**src/rtl/mac_cfg_loader_pkg.sv**
```systemverilog
// Shared widths and FSM encoding for the MAC cluster configuration loader.
// MAC_CFG_PARITY_EN adds one trailing even-parity beat to every load.
`ifndef MAC_ACC_WIDTH
`define MAC_ACC_WIDTH 32
`endif
`ifndef MAC_CONF_WIDTH
`define MAC_CONF_WIDTH 3
`endif

package mac_cfg_loader_pkg;

  localparam int ACC_W  = `MAC_ACC_WIDTH;
  localparam int CONF_W = `MAC_CONF_WIDTH;

  localparam int IN_W  = 8;
  localparam int CFG_W = 4 * ACC_W + CONF_W;
  localparam int BEATS = (CFG_W + IN_W - 1) / IN_W;

`ifdef MAC_CFG_PARITY_EN
  localparam int NB = BEATS + 1;
`else
  localparam int NB = BEATS;
`endif

  localparam int CNT_W = $clog2(NB + 1);

  typedef enum logic [2:0] {
    ST_IDLE   = 3'd0,
    ST_LOAD   = 3'd1,
    ST_DRAIN  = 3'd2,
    ST_COMMIT = 3'd3,
    ST_APPLY  = 3'd4
  } state_t;

endpackage

```
**src/rtl/mac_cfg_loader_if.sv**
```systemverilog
// Beat stream from the chip config port into the loader (valid/ready, LSB-first).
interface mac_cfg_loader_if;
  import mac_cfg_loader_pkg::*;

  logic            s_valid;
  logic            s_ready;
  logic [IN_W-1:0] s_data;
  logic            s_last;

  modport master (output s_valid, s_data, s_last, input s_ready);
  modport slave  (input s_valid, s_data, s_last, output s_ready);
endinterface

```
**src/rtl/mac_cfg_loader.sv**
```systemverilog
// Stages a beat-serial cfg word and commits it atomically while the cluster is idle.
// Build option MAC_CFG_PARITY_EN: expects an extra even-parity beat after the payload.
module mac_cfg_loader
  import mac_cfg_loader_pkg::*;
(
  input  logic             clk,
  input  logic             rst,
  mac_cfg_loader_if.slave  s,
  input  logic             mac_en,
  output logic [CFG_W-1:0] cfg,
  output logic             cfg_valid,
  output logic             mac_rst,
  output logic             busy,
  output logic             err
);

  state_t             state_q, state_d;
  logic [CFG_W-1:0]   stg_q, stg_d;
  logic [CNT_W-1:0]   cnt_q, cnt_d;
  logic [CFG_W-1:0]   cfg_q, cfg_d;
  logic               cfg_valid_q, cfg_valid_d;
  logic               mac_rst_q, mac_rst_d;
  logic               err_q, err_d;
  logic [CNT_W-1:0]   wr_idx;
  logic               xfer;
  logic               last_idx;
  logic               par_ok;

  assign s.s_ready = (state_q == ST_IDLE) || (state_q == ST_LOAD) || (state_q == ST_DRAIN);
  assign xfer      = s.s_valid && s.s_ready;
  assign last_idx  = (cnt_q == CNT_W'(NB - 1));

`ifdef MAC_CFG_PARITY_EN
  assign par_ok = ((^stg_q) == s.s_data[0]);
`else
  assign par_ok = 1'b1;
`endif

  always_comb begin
    // NOTE: every signal gets its hold value first so no path leaves it unassigned (no latches).
    state_d     = state_q;
    stg_d       = stg_q;
    cnt_d       = cnt_q;
    cfg_d       = cfg_q;
    cfg_valid_d = cfg_valid_q;
    err_d       = err_q;
    wr_idx      = (state_q == ST_IDLE) ? '0 : cnt_q;

    // Payload bits land by beat index; bits of the final beat above CFG_W-1 fall away.
    if (xfer && state_q != ST_DRAIN) begin
      for (int i = 0; i < CFG_W; i++) begin
        if (wr_idx == CNT_W'(i / IN_W)) stg_d[i] = s.s_data[i % IN_W];
      end
    end

    case (state_q)
      ST_IDLE: begin
        if (xfer) begin
          err_d   = 1'b0;
          cnt_d   = CNT_W'(1);
          state_d = (NB == 1 && s.s_last) ? ST_COMMIT : ST_LOAD;
        end
      end
      ST_LOAD: begin
        if (xfer) begin
          cnt_d = cnt_q + CNT_W'(1);
          if (last_idx) begin
            if (!s.s_last) begin
              err_d   = 1'b1;
              state_d = ST_DRAIN;
            end else if (!par_ok) begin
              err_d   = 1'b1;
              state_d = ST_IDLE;
            end else begin
              state_d = ST_COMMIT;
            end
          end else if (s.s_last) begin
            err_d   = 1'b1;
            state_d = ST_IDLE;
          end
        end
      end
      ST_DRAIN: begin
        if (xfer && s.s_last) state_d = ST_IDLE;
      end
      ST_COMMIT: begin
        if (!mac_en) begin
          cfg_d       = stg_q;
          cfg_valid_d = 1'b1;
          state_d     = ST_APPLY;
        end
      end
      ST_APPLY: state_d = ST_IDLE;
      default:  state_d = ST_IDLE;
    endcase

    // Held high from reset until the first APPLY ends, then high only during APPLY.
    mac_rst_d = (state_d == ST_APPLY) || (mac_rst_q && state_q != ST_APPLY);
  end

  always_ff @(posedge clk or negedge rst) begin
    if (!rst) begin
      state_q     <= ST_IDLE;
      // NOTE: the staging store is flops, not a RAM macro, so it resets with everything else.
      stg_q       <= '0;
      cnt_q       <= '0;
      cfg_q       <= '0;
      cfg_valid_q <= 1'b0;
      mac_rst_q   <= 1'b1;
      err_q       <= 1'b0;
    end else begin
      // NOTE: non-blocking so every flop samples the pre-edge value of its neighbours.
      state_q     <= state_d;
      stg_q       <= stg_d;
      cnt_q       <= cnt_d;
      cfg_q       <= cfg_d;
      cfg_valid_q <= cfg_valid_d;
      mac_rst_q   <= mac_rst_d;
      err_q       <= err_d;
    end
  end

  assign cfg       = cfg_q;
  assign cfg_valid = cfg_valid_q;
  assign mac_rst   = mac_rst_q;
  assign busy      = (state_q != ST_IDLE);
  assign err       = err_q;

endmodule

```
**src/flat_wrapper.sv**
```systemverilog
// flat-port wrapper written by rule: the top's interface ports become plain ports
module mac_cfg_loader_flat import mac_cfg_loader_pkg::*;
  (clk, rst, mac_en, cfg, cfg_valid, mac_rst, busy, err, s_s_valid, s_s_data, s_s_last, s_s_ready);
  mac_cfg_loader_if s_i ();
  input  logic clk;
  input  logic rst;
  input  logic mac_en;
  output logic [CFG_W-1:0] cfg;
  output logic cfg_valid;
  output logic mac_rst;
  output logic busy;
  output logic err;
  input wire logic [$bits(s_i.s_valid)-1:0] s_s_valid;
  input wire logic [$bits(s_i.s_data)-1:0] s_s_data;
  input wire logic [$bits(s_i.s_last)-1:0] s_s_last;
  output wire logic [$bits(s_i.s_ready)-1:0] s_s_ready;
  assign s_i.s_valid = s_s_valid;
  assign s_i.s_data = s_s_data;
  assign s_i.s_last = s_s_last;
  assign s_s_ready = s_i.s_ready;
  mac_cfg_loader u_core (.clk(clk), .rst(rst), .s(s_i), .mac_en(mac_en), .cfg(cfg), .cfg_valid(cfg_valid), .mac_rst(mac_rst), .busy(busy), .err(err));
endmodule
```
**config.mk**
```make
export PLATFORM = sky130hd
export DESIGN_NAME = mac_cfg_loader_flat
export DESIGN_NICKNAME = d
export VERILOG_FILES = /design/src/rtl/mac_cfg_loader_pkg.sv /design/src/rtl/mac_cfg_loader_if.sv /design/src/rtl/mac_cfg_loader.sv /design/src/flat_wrapper.sv
export SDC_FILE = /design/constraint.sdc
export NUM_CORES = 1
export LEC_CHECK = 0
export CAP_MARGIN = 20
export CORE_MARGIN = 8
export CORE_UTILIZATION = 40
export CTS_CLUSTER_DIAMETER = 150
export CTS_CLUSTER_SIZE = 14
export DETAILED_ROUTE_END_ITERATION = 8
export PLACE_DENSITY_LB_ADDON = 0.12
export REMOVE_ABC_BUFFERS = 1
export SYNTH_ARGS = -nofsm -noshare
export SYNTH_HDL_FRONTEND = slang
export SYNTH_SLANG_ARGS = --single-unit
export TNS_END_PERCENT = 20
```
**constraint.sdc**
```tcl
create_clock -name clk -period 2.5 [get_ports clk]
set_input_delay 0.5 -clock clk [delete_from_list [all_inputs] [get_ports clk]]
set_output_delay 0.5 -clock clk [all_outputs]
set_load 0.1 [all_outputs]
```
# Word-level counts from Yosys, hierarchy flattened

Cells that the tools add are included.
Widths: inputs -> output; s select.

Bits in registers: 273
Input port bits: 13
Output and inout bits: 136
Word-level logic and storage cells: 101

$add $sub $neg: 1
Eq/ne operators: 27
Muxes and demuxes: 18
Bitwise operators: 1
Reduce and logical (&&, ||, !) cells: 31

Operator list:

| kind                | number |
|---|---|
| $eq 5x4->1 const B  | 8 |
| $reduce_and 2->1    | 18 |
| $eq 5x3->1 const B  | 4 |
| $mux 3              | 6 |
| $mux 5              | 3 |
| $pmux 3 s4          | 1 |
| $eq 5x2->1 const B  | 2 |
| $eq 5x5->1 const B  | 2 |
| $pmux 5 s2          | 1 |
| $eq 3x2->1 const B  | 2 |
| $mux 1              | 6 |
| $ne 3x2->1 const B  | 2 |
| $ne 3x3->1 const B  | 2 |
| $add 5x1->5 const B | 1 |
| $eq 5x1->1 const B  | 1 |
| $logic_not 5->1     | 1 |
| $reduce_and 5->1    | 1 |
| $logic_and 1x1->1   | 4 |
| $ne 2x1->1 const B  | 2 |
| $eq 3x1->1 const B  | 1 |
| $eq 3x3->1 const B  | 1 |
| $logic_not 3->1     | 1 |
| $logic_or 1x1->1    | 3 |
| $reduce_and 3->1    | 1 |
| other kinds (4)     | 4 |

# Depth between registers and ports, before layout

Gate-level depths: netlist of run 1.

Depth after elaboration: 9
Mapped depth: 6
Gate-level depth less buffers: 5

# Worst setup path after synthesis of run 1

No wires, ideal clock.

Path type: reg2out
Start: reg u_core.state_q[0]
End: out s_s_ready
Arrival time: 2174 ps
Data required time: 2000 ps
Slack: -174 ps
Stages on the path, launching flop included: 4
Buffers on the path: 2
Path through: dfrtp_1 buf_4 clkbuf_1 a21oi_1

Word-level cells in the longest chain between the ends: 3
Elaborated cells on any way between the ends: 5
Classes of those cells: eq/ne: 2; reduce/logical: 3

Ends and longest elaborated chain:

| item                                          | line                  | RTL |
|---|---|---|
| start, declared                               | mac_cfg_loader.sv:17  | `state_t state_q, state_d;` |
| start signal, assigned                        | mac_cfg_loader.sv:113 | `state_q <= state_d;` |
| $eq 3x1->1 or $logic_not 3->1 (tied branches) | mac_cfg_loader.sv:29  | `assign s.s_ready = (state_q == ST_IDLE) \|\| (state_q == ST_LOAD) \|\| (state_q == ST_DRAIN);` |
| $logic_or 1x1->1                              | mac_cfg_loader.sv:29  |  |
| $logic_or 1x1->1 (*)                          | mac_cfg_loader.sv:29  |  |
| end, declared                                 | flat_wrapper.sv:16    | `output wire logic [$bits(s_i.s_ready)-1:0] s_s_ready;` |

Every way passes the cells marked *; elsewhere a longest branch is shown, timed or not.

# Worst setup path after layout of run 1

Start: reg u_core.state_q[0]
End: out busy

Word-level cells in the longest chain between the ends: 1

Ends and longest elaborated chain:

| item              | line                  | RTL |
|---|---|---|
| $reduce_bool 3->1 | mac_cfg_loader.sv:126 | `assign busy = (state_q != ST_IDLE);` |
| end, declared     | flat_wrapper.sv:11    | `output logic busy;` |

No other way between the ends.

==> Flow_metrics.wiki, run 1 <==
{| class="wikitable"
! Metric !! Value
|-
| Count of nets left with antenna violations after detail routing || 0
|-
| Critical path endpoint category || output port
|-
| Number of port buffers || 148
|-
| Sequential fraction of the synthesis area || 64.5%
|-
| Level count of the clock H-tree || 1
|-
| Transition time at the pin with the least slew margin || 0.706 ns
|-
| Worst min-delay path class || flip-flop to flip-flop
|-
| Count of mapped cells out of synthesis || 646
|-
| Core Region || 26,100 um2
|-
| Post-route DRC || 0
|-
| End-of-flow core utilization || 50.3%
|-
| Netlist Area Pre-Place || 10,600 um2
|-
| Worst Path Arrival || 1.77 ns
|-
| Detail-routed net length per standard cell || 20.5 um
|-
| Most frequent cells in the layout || sky130_fd_sc_hd__dfrtp_1 (272), sky130_fd_sc_hd__mux2_2 (262), sky130_fd_sc_hd__buf_4 (164), sky130_fd_sc_hd__clkbuf_16 (23), sky130_fd_sc_hd__buf_12 (14)
|-
| Placed wire-length estimate after detailed placement || 16.0 mm
|-
| Clock insertion delay at the later pin of the skew report || 0.52 ns
|-
| Initial detailed-routing violation count || 321
|-
| Effective utilization at floorplan || 40.6%
|-
| Number of instances resized during post-cts repair || 0
|-
| Number of inserted filler cells in the final layout || 2,239
|-
| Xor-xnor portion of the synthesized cell area || 0.0827%
|-
| Maximum clock skew at final layout || 0.0136 ns
|-
| Final hold vios || 0
|-
| RSZ-0062 raised after global routing || false
|-
| Num rows || 59
|-
| Via count of the first global-routing pass || 6,550
|-
| Num Clock Sinks || 273
|-
| First-pass GRT wire length || 38.4 mm
|-
| Syn avg cell area || 16.4 um2
|-
| I/O Pins || 149
|-
| CTS tree || built
|-
| Total count of max-transition violations in the final report || 0
|-
| Clock slew seen by the registers of the worst setup and hold paths || 0.06 ns
|-
| Result of the run || finished, final reports clean
|-
| Number of nets in the finished design || 843
|-
| Maximum Capacitance Violations || 0
|-
| Crit-path max cell delay || 0.53 ns
|-
| GRT Overall Usage || 15.3%
|-
| Pre-antenna DRT Iters || 4
|-
| Area of the die || 31,900 um2
|-
| Largest net degree at the start of global routing || 86
|-
| Total of warnings raised by yosys || 0
|-
| Die height || 179 um
|-
| Reg area || 6830 um2
|-
| Area grow syn2layout || 23.7%
|-
| Drt total wl || 24.0 mm
|-
| Global-route congestion overflow total || 0
|-
| Worst Path Class, Setup || flip-flop to output port
|-
| Layout cell share with drive strength beyond 1 || 58.4%
|-
| CP max-delay cell || sky130_fd_sc_hd__dfrtp_1
|-
| Final critical-path share of the clock period || 90.6%
|-
| Number of buffers created by CTS || 23
|-
| Family with the most delay on the worst path || flip-flops
|-
| Post-synthesis sequential element count || 273
|-
| Final period demand of the worst path || 2.27 ns
|-
| Data required, critical path || 2.00 ns
|-
| Leading cell type in the layout, fill and taps excluded || sky130_fd_sc_hd__dfrtp_1
|-
| Multiplexer share of the synthesized area || 28.1%
|-
| Number of buffers and inverters on the critical path || 2
|-
| Share of synthesized cell area in and, or, nand and nor gates || 4.05%
|-
| X dimension of the die || 179 um
|-
| Synth Area in Compound Gates || 1.05%
|-
| Vias per cell || 5.09
|-
| RD Place Congestion || 0.769
|-
| Total area of multi-input combinational cells || 3550 um2
|-
| Dominant combinational cell family by area after synthesis || multiplexers
|-
| Clock root buffer master || sky130_fd_sc_hd__clkbuf_16
|-
| Sort of element at the start of the critical path || flip-flop
|-
| Number of antenna violations at the first check in global routing || 1
|-
| Adder-cell area share of the yosys netlist || 0.236%
|-
| Total via count in the routed design || 5,964
|-
| Crit path cell chain || nor3_1, inv_1, buf_12
|-
| Achievable clock frequency || 441 MHz
|-
| Clock tree buffer depth || 3
|-
| Crit-path max FO || 14
|-
| Synth cell types || 42
|-
| Final setup viols || 0
|-
| Max_slew headroom || 52.9%
|}
==> per-layer routing <==
| layer | GRT usage [%] | routed length (um) | up-vias |
|---|---|---|---|
| li1 | - | - | 2661 |
| met3 | 3.20 | 1410 | 25 |
| met4 | 3.27 | 388 | 0 |
| met5 | 0 | 0 | - |
| met2 | 24.9 | 11400 | 138 |
| met1 | 20.8 | 10800 | 3140 |
==> kinds of logic after synthesis <==
| family | after synthesis |
|---|---|
| AND/OR/NAND/NOR | 49 |
| adder cells (fa/ha/maj) | 2 |
| AO/OA/AOI/OAI | 17 |
| XOR/XNOR | 1 |
| multiplexers | 264 |
| flip-flops | 273 |
| buffers and inverters | 40 |
==> area by class of cell <==
type	instances	area share, %
flip-flops and latches	273	52.2
multi-input cells	333	27.1
repair buffers	191	12.6
clock buffers	31	4.62
well taps	335	3.20
inverters	6	0.172
clock inverters	2	0.134
diodes	1	0.0191
==> timing repair <==
action                                  4_1_cts  5_1_grt
endpoints found under the hold margin         1        0
endpoints found under the setup margin        0        0
setup buffers                                 0        0
hold buffers                                  1        0
==> final timing paths <==
| check | startpoint | end | slack, ns | cells after the start |
|---|---|---|---|---|
| setup / recovery | u_core.state_q[0]$_DFF_PN0_ | busy | 0.23 | 3 |
| hold / removal | u_core.stg_q[17]$_DFFE_PN0P_ | u_core.stg_q[17]$_DFFE_PN0P_ | 0.49 | 1 |
| setup reg to reg | u_core.state_q[1]$_DFF_PN0_ | u_core.cfg[63]$_DFFE_PN0P_ | 0.54 | 5 |
| hold reg to reg | u_core.stg_q[17]$_DFFE_PN0P_ | u_core.stg_q[17]$_DFFE_PN0P_ | 0.49 | 1 |
| max in group asynchronous | rst | u_core.mac_rst$_DFF_PN1_ | 1.13 | 3 |
| min in group asynchronous | rst | u_core.cfg[96]$_DFFE_PN0P_ | 0.58 | 2 |
==> through the flow <==
step / TNS (ns) / cells / hold WS (ns) / worst slack, ns / cell area, um2
6_report: 0 / 1172 / 0.487 / 0.235 / 13100
5_1_grt: 0 / 1172 / 0.493 / 0.109 / 13100
4_1_cts: 0 / 1171 / 0.481 / 0.183 / 13100
3_5_place_dp: 0 / 1137 / 0.466 / 0.0839 / 12500
3_3_place_gp: 0 / 1137 / 0.454 / 0.114 / 12500
2_1_floorplan: -537.00 / 612 / 0.204 / -4.04 / 10400
==> state kept, by name, indices dropped and copies added (netlist names) <==
register	flops
u_core.stg_q	131
u_core.state_q	3
u_core.err	1
u_core.cfg	131
u_core.cfg_valid	1
u_core.mac_rst	1
u_core.cnt_q	5
==> synth_stat cells, drive strengths merged <==
cell	instances	area share, %
or2	1	0.059
xor2	1	0.083
nor2	2	0.071
and3	2	0.12
o211ai	4	0.33
o21ai	5	0.24
nor3	3	0.25
a31oi	2	0.12
and2	2	0.12
buf	24	1.4
nand3b	1	0.071
dfstp	1	0.25
nor3b	5	0.60
nor4bb	3	0.28
nand3	9	0.80
o21a	1	0.071
nand2b	1	0.059
o22ai	1	0.059
nor4	2	0.40
nor2b	3	0.18
a21oi	3	0.14
nand4b	2	0.17
mux2	264	28
dfrtp	272	64
nand4	5	0.47
a41o	1	0.094
nand2	6	0.21
inv	6	0.21
nand4bb	1	0.11
or3b	1	0.083
clkbuf	10	0.35
ha	2	0.24
Power of run 1 is left out: the tool's default activity adds up to more than one toggle a clock period on the data nets, which glitch-free logic cannot reach.
==> inputs of run 2 (changes only) <==
--- a/config.mk
+++ b/config.mk
@@ -6,13 +6,14 @@
 export NUM_CORES = 1
 export LEC_CHECK = 0
 export CAP_MARGIN = 20
-export CORE_MARGIN = 8
+export CORE_MARGIN = 1
 export CORE_UTILIZATION = 40
 export CTS_CLUSTER_DIAMETER = 150
 export CTS_CLUSTER_SIZE = 14
 export DETAILED_ROUTE_END_ITERATION = 8
 export PLACE_DENSITY_LB_ADDON = 0.12
 export REMOVE_ABC_BUFFERS = 1
+export SKIP_LAST_GASP = 1
 export SYNTH_ARGS = -nofsm -noshare
 export SYNTH_HDL_FRONTEND = slang
 export SYNTH_SLANG_ARGS = --single-unit
==> Flow_metrics.wiki, run 2 (same netlist as run 1, synthesis figures left out) <==
{| class="wikitable"
! Metric !! Value
|-
| Max_slew headroom || 41.0%
|-
| Total area of multi-input combinational cells || 3560 um2
|-
| Core Region || 26,000 um2
|-
| Level count of the clock H-tree || 1
|-
| Result of the run || finished, final reports clean
|-
| Number of antenna violations at the first check in global routing || 0
|-
| Clock tree buffer depth || 3
|-
| Number of nets in the finished design || 838
|-
| Maximum Capacitance Violations || 0
|-
| End of the worst register-to-register path || u_core.stg_q[98]$_DFFE_PN0P_
|-
| Critical path endpoint category || output port
|-
| Crit path cell chain || nor3_2, inv_1, buf_12
|-
| Crit-path max FO || 21
|-
| Number of port buffers || 148
|-
| Final setup viols || 0
|-
| Count of nets left with antenna violations after detail routing || 0
|-
| Number of buffers created by CTS || 23
|-
| Worst hold path stage count || 1
|-
| CP max-delay cell || sky130_fd_sc_hd__dfrtp_1
|-
| FF-to-FF setup slack || 0.43 ns
|-
| Final hold vios || 0
|-
| Drt total wl || 23.0 mm
|-
| Reg area || 6830 um2
|-
| Pre-antenna DRT Iters || 4
|-
| Detail-routed net length per standard cell || 19.7 um
|-
| Leading cell type in the layout, fill and taps excluded || sky130_fd_sc_hd__dfrtp_1
|-
| Clock insertion delay at the later pin of the skew report || 0.50 ns
|-
| Worst min-delay path class || flip-flop to flip-flop
|-
| Area of the die || 27,100 um2
|-
| Capture endpoint of the worst hold path || u_core.cfg_valid$_DFFE_PN0P_
|-
| Vias per cell || 5.10
|-
| CTS tree || built
|-
| GRT Overall Usage || 17.6%
|-
| Final worst-path setup slack || 0.225 ns
|-
| Number of buffers and inverters on the critical path || 2
|-
| Maximum clock skew at final layout || 0.0117 ns
|-
| Num Clock Sinks || 273
|-
| WHS || 0.468 ns
|-
| Initial detailed-routing violation count || 299
|-
| Total via count in the routed design || 5,951
|-
| X dimension of the die || 165 um
|-
| RR Startpoint || u_core.state_q[0]$_DFF_PN0_
|-
| Global-route congestion overflow total || 0
|-
| Num rows || 59
|-
| Transition time at the pin with the least slew margin || 0.882 ns
|-
| Data required, critical path || 2.00 ns
|-
| I/O Pins || 149
|-
| Setup Slack @ Placement || 0.0934 ns
|-
| Post-route DRC || 0
|-
| First-pass GRT wire length || 36.3 mm
|-
| Final critical-path share of the clock period || 91.0%
|-
| End-of-flow core utilization || 50.2%
|-
| Achievable clock frequency || 440 MHz
|-
| Final period demand of the worst path || 2.28 ns
|-
| RD Place Congestion || 0.833
|-
| Number of inserted filler cells in the final layout || 2,242
|-
| Area grow syn2layout || 23.1%
|-
| Hold Path Origin || u_core.cfg_valid$_DFFE_PN0P_
|-
| Setup TNS Final || 0 ns
|-
| Total count of max-transition violations in the final report || 0
|-
| Family with the most delay on the worst path || flip-flops
|-
| Largest net degree at the start of global routing || 75
|-
| Antenna Cells || 0
|-
| Via count of the first global-routing pass || 6,281
|-
| Die height || 165 um
|-
| Crit-path max cell delay || 0.62 ns
|-
| Sort of element at the start of the critical path || flip-flop
|-
| Placed wire-length estimate after detailed placement || 15.0 mm
|-
| RSZ-0062 raised after global routing || false
|-
| Worst reg-to-reg path cell count || 4
|-
| Post-CTS Setup Repair Bufs || 0
|-
| Clock slew seen by the registers of the worst setup and hold paths || 0.07 ns
|-
| Effective utilization at floorplan || 40.8%
|-
| Clock root buffer master || sky130_fd_sc_hd__clkbuf_16
|-
| Worst Path Class, Setup || flip-flop to output port
|-
| Layout cell share with drive strength beyond 1 || 58.1%
|-
| Worst Path Arrival || 1.78 ns
|-
| Most frequent cells in the layout || sky130_fd_sc_hd__dfrtp_1 (272), sky130_fd_sc_hd__mux2_2 (262), sky130_fd_sc_hd__buf_4 (161), sky130_fd_sc_hd__clkbuf_16 (23), sky130_fd_sc_hd__buf_12 (12)
|}
run 2: cell count changes in the layout (fill, tap and decap cells not counted), sizes merged:
cell	previous run	this run
clkbuf	31	32
inv	8	7
diode	1	0
buf	179	174
run 2: per-stage QoR:
| step | cell area, um2 | std cells |
|---|---|---|
| CTS | 13000 | 1166 |
| detailed placement | 12400 | 1132 |
| floorplan | 10400 | 612 |
| global placement | 12400 | 1132 |
| finish | 13000 | 1166 |
| global route | 13000 | 1166 |
run 2: what timing repair did:
| item | 4_1_cts | 5_1_grt |
|---|---|---|
| endpoints found under the hold margin | 23 | 0 |
| endpoints found under the setup margin | 0 | 1 |
| resized for setup | 0 | 1 |
| hold buffers | 1 | 0 |
run 2: final cells by class:
| cell class | count | area share [%] |
|---|---|---|
| Sequential cell | 273 | 52.4 |
| Multi-Input combinational cell | 333 | 27.3 |
| Timing Repair Buffer | 186 | 12.2 |
| Clock buffer | 32 | 4.67 |
| Tap cell | 335 | 3.22 |
| Inverter | 6 | 0.173 |
| Clock inverter | 1 | 0.0672 |
run 2: worst max path at each step:
| stage | from | to | slack, ns | cells past startpoint |
|---|---|---|---|---|
| after global placement | s_s_valid | u_core.stg_q[116]$_DFFE_PN0P_ | 0.06 | 5 |
| final | u_core.state_q[0]$_DFF_PN0_ | busy | 0.22 | 3 |
| after global routing | u_core.state_q[0]$_DFF_PN0_ | busy | 0.1 | 3 |
| after floorplan | mac_en | u_core.cfg[0]$_DFFE_PN0P_ | -4.04 | 3 |
| after CTS | u_core.state_q[0]$_DFF_PN0_ | busy | 0.12 | 3 |
| after detailed placement | s_s_valid | u_core.stg_q[118]$_DFFE_PN0P_ | 0.09 | 5 |
run 2: metal layers:
metal / part of all wire, % / track usage [%] / up-vias
li1: - / - / 2653
met1: 44 / 24.0 / 3153
met2: 49 / 28.8 / 119
met3: 5.1 / 3.77 / 26
met4: 1.6 / 3.42 / 0
met5: 0 / 0 / -
Power of run 2 is left out for the same reason.
==> variant 1 (settings of run 1) <==
Build with the macro `MAC_CFG_PARITY_EN` defined.
--- a/src/rtl/mac_cfg_loader_pkg.sv
+++ b/src/rtl/mac_cfg_loader_pkg.sv
@@ -1,4 +1,6 @@
 // Shared widths and FSM encoding for the MAC cluster configuration loader.
 // MAC_CFG_PARITY_EN adds one trailing even-parity beat to every load.
+`define MAC_CFG_PARITY_EN
+
 `ifndef MAC_ACC_WIDTH
 `define MAC_ACC_WIDTH 32
Function: same outputs for any inputs over 4 cycles, from zero or initial values and one cycle with rst low; that may be too few to reach the edited logic, so the function may still have changed.
==> variant 1 against run 1 <==
Routed wire length grew 11%. Area after synthesis increased by 8.7%. Sequential cell count stayed put. Design area grew 9.1%. Critical path depth rose by 6. Setup slack worse by 190 ps. Largest cell class unchanged.
Power is left out: the tool's default activity adds up to more than one toggle a clock period on the data nets, which glitch-free logic cannot reach.
==> variant 1: results (changes against run 1) <==
Run status
  • Outcome: complete, no violations (unchanged)

Logic synthesis
  • Count of cell types in the netlist: 37 (was 42)
  • Post-Synth XOR/XNOR Area: 0.1001 (was 0.0008268)
  • Post-synthesis compound-gate area fraction: 0.01185 (was 0.01051)
  • Post-synthesis sequential area ratio: 0.5937 (was 0.6451)
  • Synth area leaders: dfrtp_1 (59%), mux2_2 (22%), xnor2_1 (8.8%) (was dfrtp_1 (64%), mux2_2 (28%), nand3_2 (0.76%))
  • Multiplexer share of the synthesized area: 0.2563 (was 0.2807)
  • Commonest cells post-synth: dfrtp_1 (272), mux2_2 (225), xnor2_1 (115) (was dfrtp_1 (272), mux2_2 (262), buf_2 (14))
  • Adder-cell area share of the yosys netlist: 0.002174 (was 0.002362)

Routing
  • DRT Wirelength: 26.58 mm (was 23.98 mm)
  • DR vias: 6,633 (was 5,964)
  • DRT iter0 DRCs: 214 (was 321)
  • Highest metal layer with signal wires: met4 (unchanged)
  • Met3 wire length: 1.167 mm (was 1.405 mm)
  • M1 wire length: 12.27 mm (was 10.80 mm)

Critical path
  • Top delay family on crit path: XOR/XNOR gates (was flip-flops)
  • R2R Path Start: u_core.stg_q[48]$_DFFE_PN0P_ (was u_core.state_q[1]$_DFF_PN0_)
  • CP Capture Type: flop (was primary output)
  • Setup slack, reg-to-reg: 50 ps (was 540 ps)
  • Slowest stage delay, CP: 460 ps (was 530 ps)
  • Reg-to-Reg End: u_core.state_q[0]$_DFF_PN0_ (was u_core.cfg[63]$_DFFE_PN0P_)
  • R2R depth: 9 (was 5)
  • Slowest cell on crit path: xnor3_1 (was dfrtp_1)

Worst hold path
  • Hold endpoint: u_core.cfg_valid$_DFFE_PN0P_ (was u_core.stg_q[17]$_DFFE_PN0P_)
  • Min-delay src: u_core.cfg_valid$_DFFE_PN0P_ (was u_core.stg_q[17]$_DFFE_PN0P_)

Placed design
  • Worst slack, placed: -468.0 ps (was 83.91 ps)
  • Post-DP Area: 13,630 um^2 (was 12,460 um^2)
  • Hpwl dp: 17.83 mm (was 16.03 mm)

Layout
  • Diodes inserted: 0 (was 1)
  • Layout net count: 992 (was 843)
  • Fraction of layout cells with a size suffix above 1: 0.4518 (was 0.5837)
  • P&R area growth vs syn: 24.12% (was 23.67%)
  • Fillers: 2,594 (was 2,239)

GRT
  • First-pass GRT wire length: 41.59 mm (was 38.45 mm)
  • Total Routing Usage GR: 0.1554 (was 0.1529)
  • Vias in the first global route: 6,977 (was 6,550)
  • Largest net degree at the start of global routing: 68 (was 86)
  • GRT met1 Usage: 0.2166 (was 0.2083)

Clock network
  • Clock Latency Late Sink: 510 ps
  • Post CTS Setup Buffer Count: 2 (was 0)
  • Post-cts sizing count: 1 (was 0)

Timing
  • Tightest Pin Transition: 738.8 ps (was 706.2 ps)
  • Setup Skew: 10.71 ps (was 13.60 ps)
## variant 1: cell count changes in the layout (fill, tap and decap cells not counted), sizes merged, moves of 4 or more
cell / before / now
nor2: 2 / 10
xnor2: 0 / 115
nand3: 9 / 3
nand4: 5 / 1
o21ai: 5 / 11
buf: 179 / 190
nand2: 6 / 26
inv: 8 / 4
nor3b: 5 / 1
o211ai: 4 / 0
xor2: 1 / 14
## variant 1: per-stage QoR
| step | std cells | TNS [ps] |
|---|---|---|
| after floorplan | 750 | -241770 |
| after global placement | 1333 | -3028 |
| after detailed placement | 1333 | -2771 |
| after CTS | 1369 | -43.65 |
| after global routing | 1369 | -158.6 |
| final | 1369 | 0 |
## variant 1: final cells by class
| class | count | area share |
|---|---|---|
| Sequential cell | 273 | 0.4783 |
| Multi-Input combinational cell | 474 | 0.3195 |
| Timing Repair Buffer | 202 | 0.1245 |
| Clock buffer | 32 | 0.04265 |
| Tap cell | 384 | 0.03363 |
| Inverter | 3 | 0.0007882 |
| Clock inverter | 1 | 0.0006131 |
==> variant 2 (flow settings as in run 1) <==
Without the edit above. Reset style: synchronous (`rst`), changed in one clocked block.
--- a/src/rtl/mac_cfg_loader.sv
+++ b/src/rtl/mac_cfg_loader.sv
@@ -99,5 +99,5 @@
   end
 
-  always_ff @(posedge clk or negedge rst) begin
+  always_ff @(posedge clk) begin
     if (!rst) begin
       state_q     <= ST_IDLE;
Behaviour: differs if rst is asserted again (counterexample within 4 cycles, from zero or initial values and one cycle with rst low); with rst held inactive, the same outputs for 4 cycles.
==> variant 2 against run 1 <==
Area after synthesis decreased by 6.2%. Global-route usage rose by 0.74 points. Sequential cell count is the same. Die area down 5.6%. Hold slack worse by 58 ps. Setup slack got worse by 100 ps. Non-clock buffer count is 13 lower. Fmax shrank 4.4%. Synthesized cell count increased by 71%. Critical path depth is the same. Design area is 7.6% lower. Routed wire length up 3.4%.
==> variant 2: results (changes against run 1) <==
Run status
  • Outcome: complete, no violations (unchanged)

Logic synthesis
  • Count of cell types in the netlist: 44 (was 42)
  • Post-synthesis sequential area ratio: 0.5498 (was 0.6451)
  • Multiplexer share of the synthesized area: 0.1319 (was 0.2807)
  • Post-synthesis compound-gate area fraction: 0.08244 (was 0.01051)
  • Synth Area per Inst: 9.004 um^2 (was 16.40 um^2)

Critical path
  • R2R Path Start: u_core.cnt_q[1]$_SDFFE_PN0P_ (was u_core.state_q[1]$_DFF_PN0_)
  • CP arrival: 1870 ps (was 1770 ps)
  • Setup slack, reg-to-reg: 480 ps (was 540 ps)
  • R2R depth: 4 (was 5)

GRT
  • Total Routing Usage GR: 0.1602 (was 0.1529)
  • First-pass GRT wire length: 40.79 mm (was 38.45 mm)
  • Vias in the first global route: 7,530 (was 6,550)
  • Largest net degree at the start of global routing: 103 (was 86)
  • Initial antenna violation count: 0 (was 1)

Placed design
  • Hpwl dp: 15.31 mm (was 16.03 mm)
  • Post-DP Area: 11,510 um^2 (was 12,460 um^2)
  • Final Wtd Congestion: 0.7603 (was 0.7690)

Layout
  • Non-CTS buffers: 178 (was 191)
  • Fillers: 2,396 (was 2,239)
  • Area of the multi-input gates: 4148 um^2 (was 3553 um^2)
  • Clock-cell share: 0.04900 (was 0.04756)
  • Layout net count: 1,239 (was 843)
  • Multi-Input Combinational: 742 (was 333)
  • Non-clock buffer share: 0.1210 (was 0.1257)

Timing
  • Hold Worst Slack: 428.9 ps (was 486.8 ps)
  • Setup Skew: 14.63 ps (was 13.60 ps)

Routing
  • DR vias: 7,583 (was 5,964)
  • WL per Instance: 16.01 um (was 20.46 um)
-- variant 2: report_power, final --
part | leakage (uW) | switching, uW | internal (uW)
Combinational | 0.00256 | 199 | 79.8
Clock | 0.000292 | 1510 | 1640
Sequential | 0.00220 | 14.8 | 4360
Total | 0.00505 | 1720 | 6080
-- variant 2: through the flow --
step | TNS (ps) | worst slack, ps | instances | util
3_3_place_gp | 0 | 132.8 | 1523 | 0.4719
4_1_cts | 0 | 79.32 | 1548 | 0.4962
6_report | 0 | 129.7 | 1548 | 0.4962
3_5_place_dp | 0 | 87.82 | 1523 | 0.4719
5_1_grt | 0 | 34.25 | 1548 | 0.4962
2_1_floorplan | -1012460 | -7630 | 1021 | -
-- variant 2: worst max-delay path: stages (launching register included) --
cell and delay [ps]:
dfxtp_1 480, nor3_4 490, inv_4 180, buf_12 210
-- variant 2: routing by layer --
metal,part of all wire,up-vias,track usage
met2,0.47,144,0.2694
met4,0.0099,0,0.02672
li1,-,3845,-
met5,0,-,0
met1,0.47,3574,0.2110
met3,0.050,20,0.03398
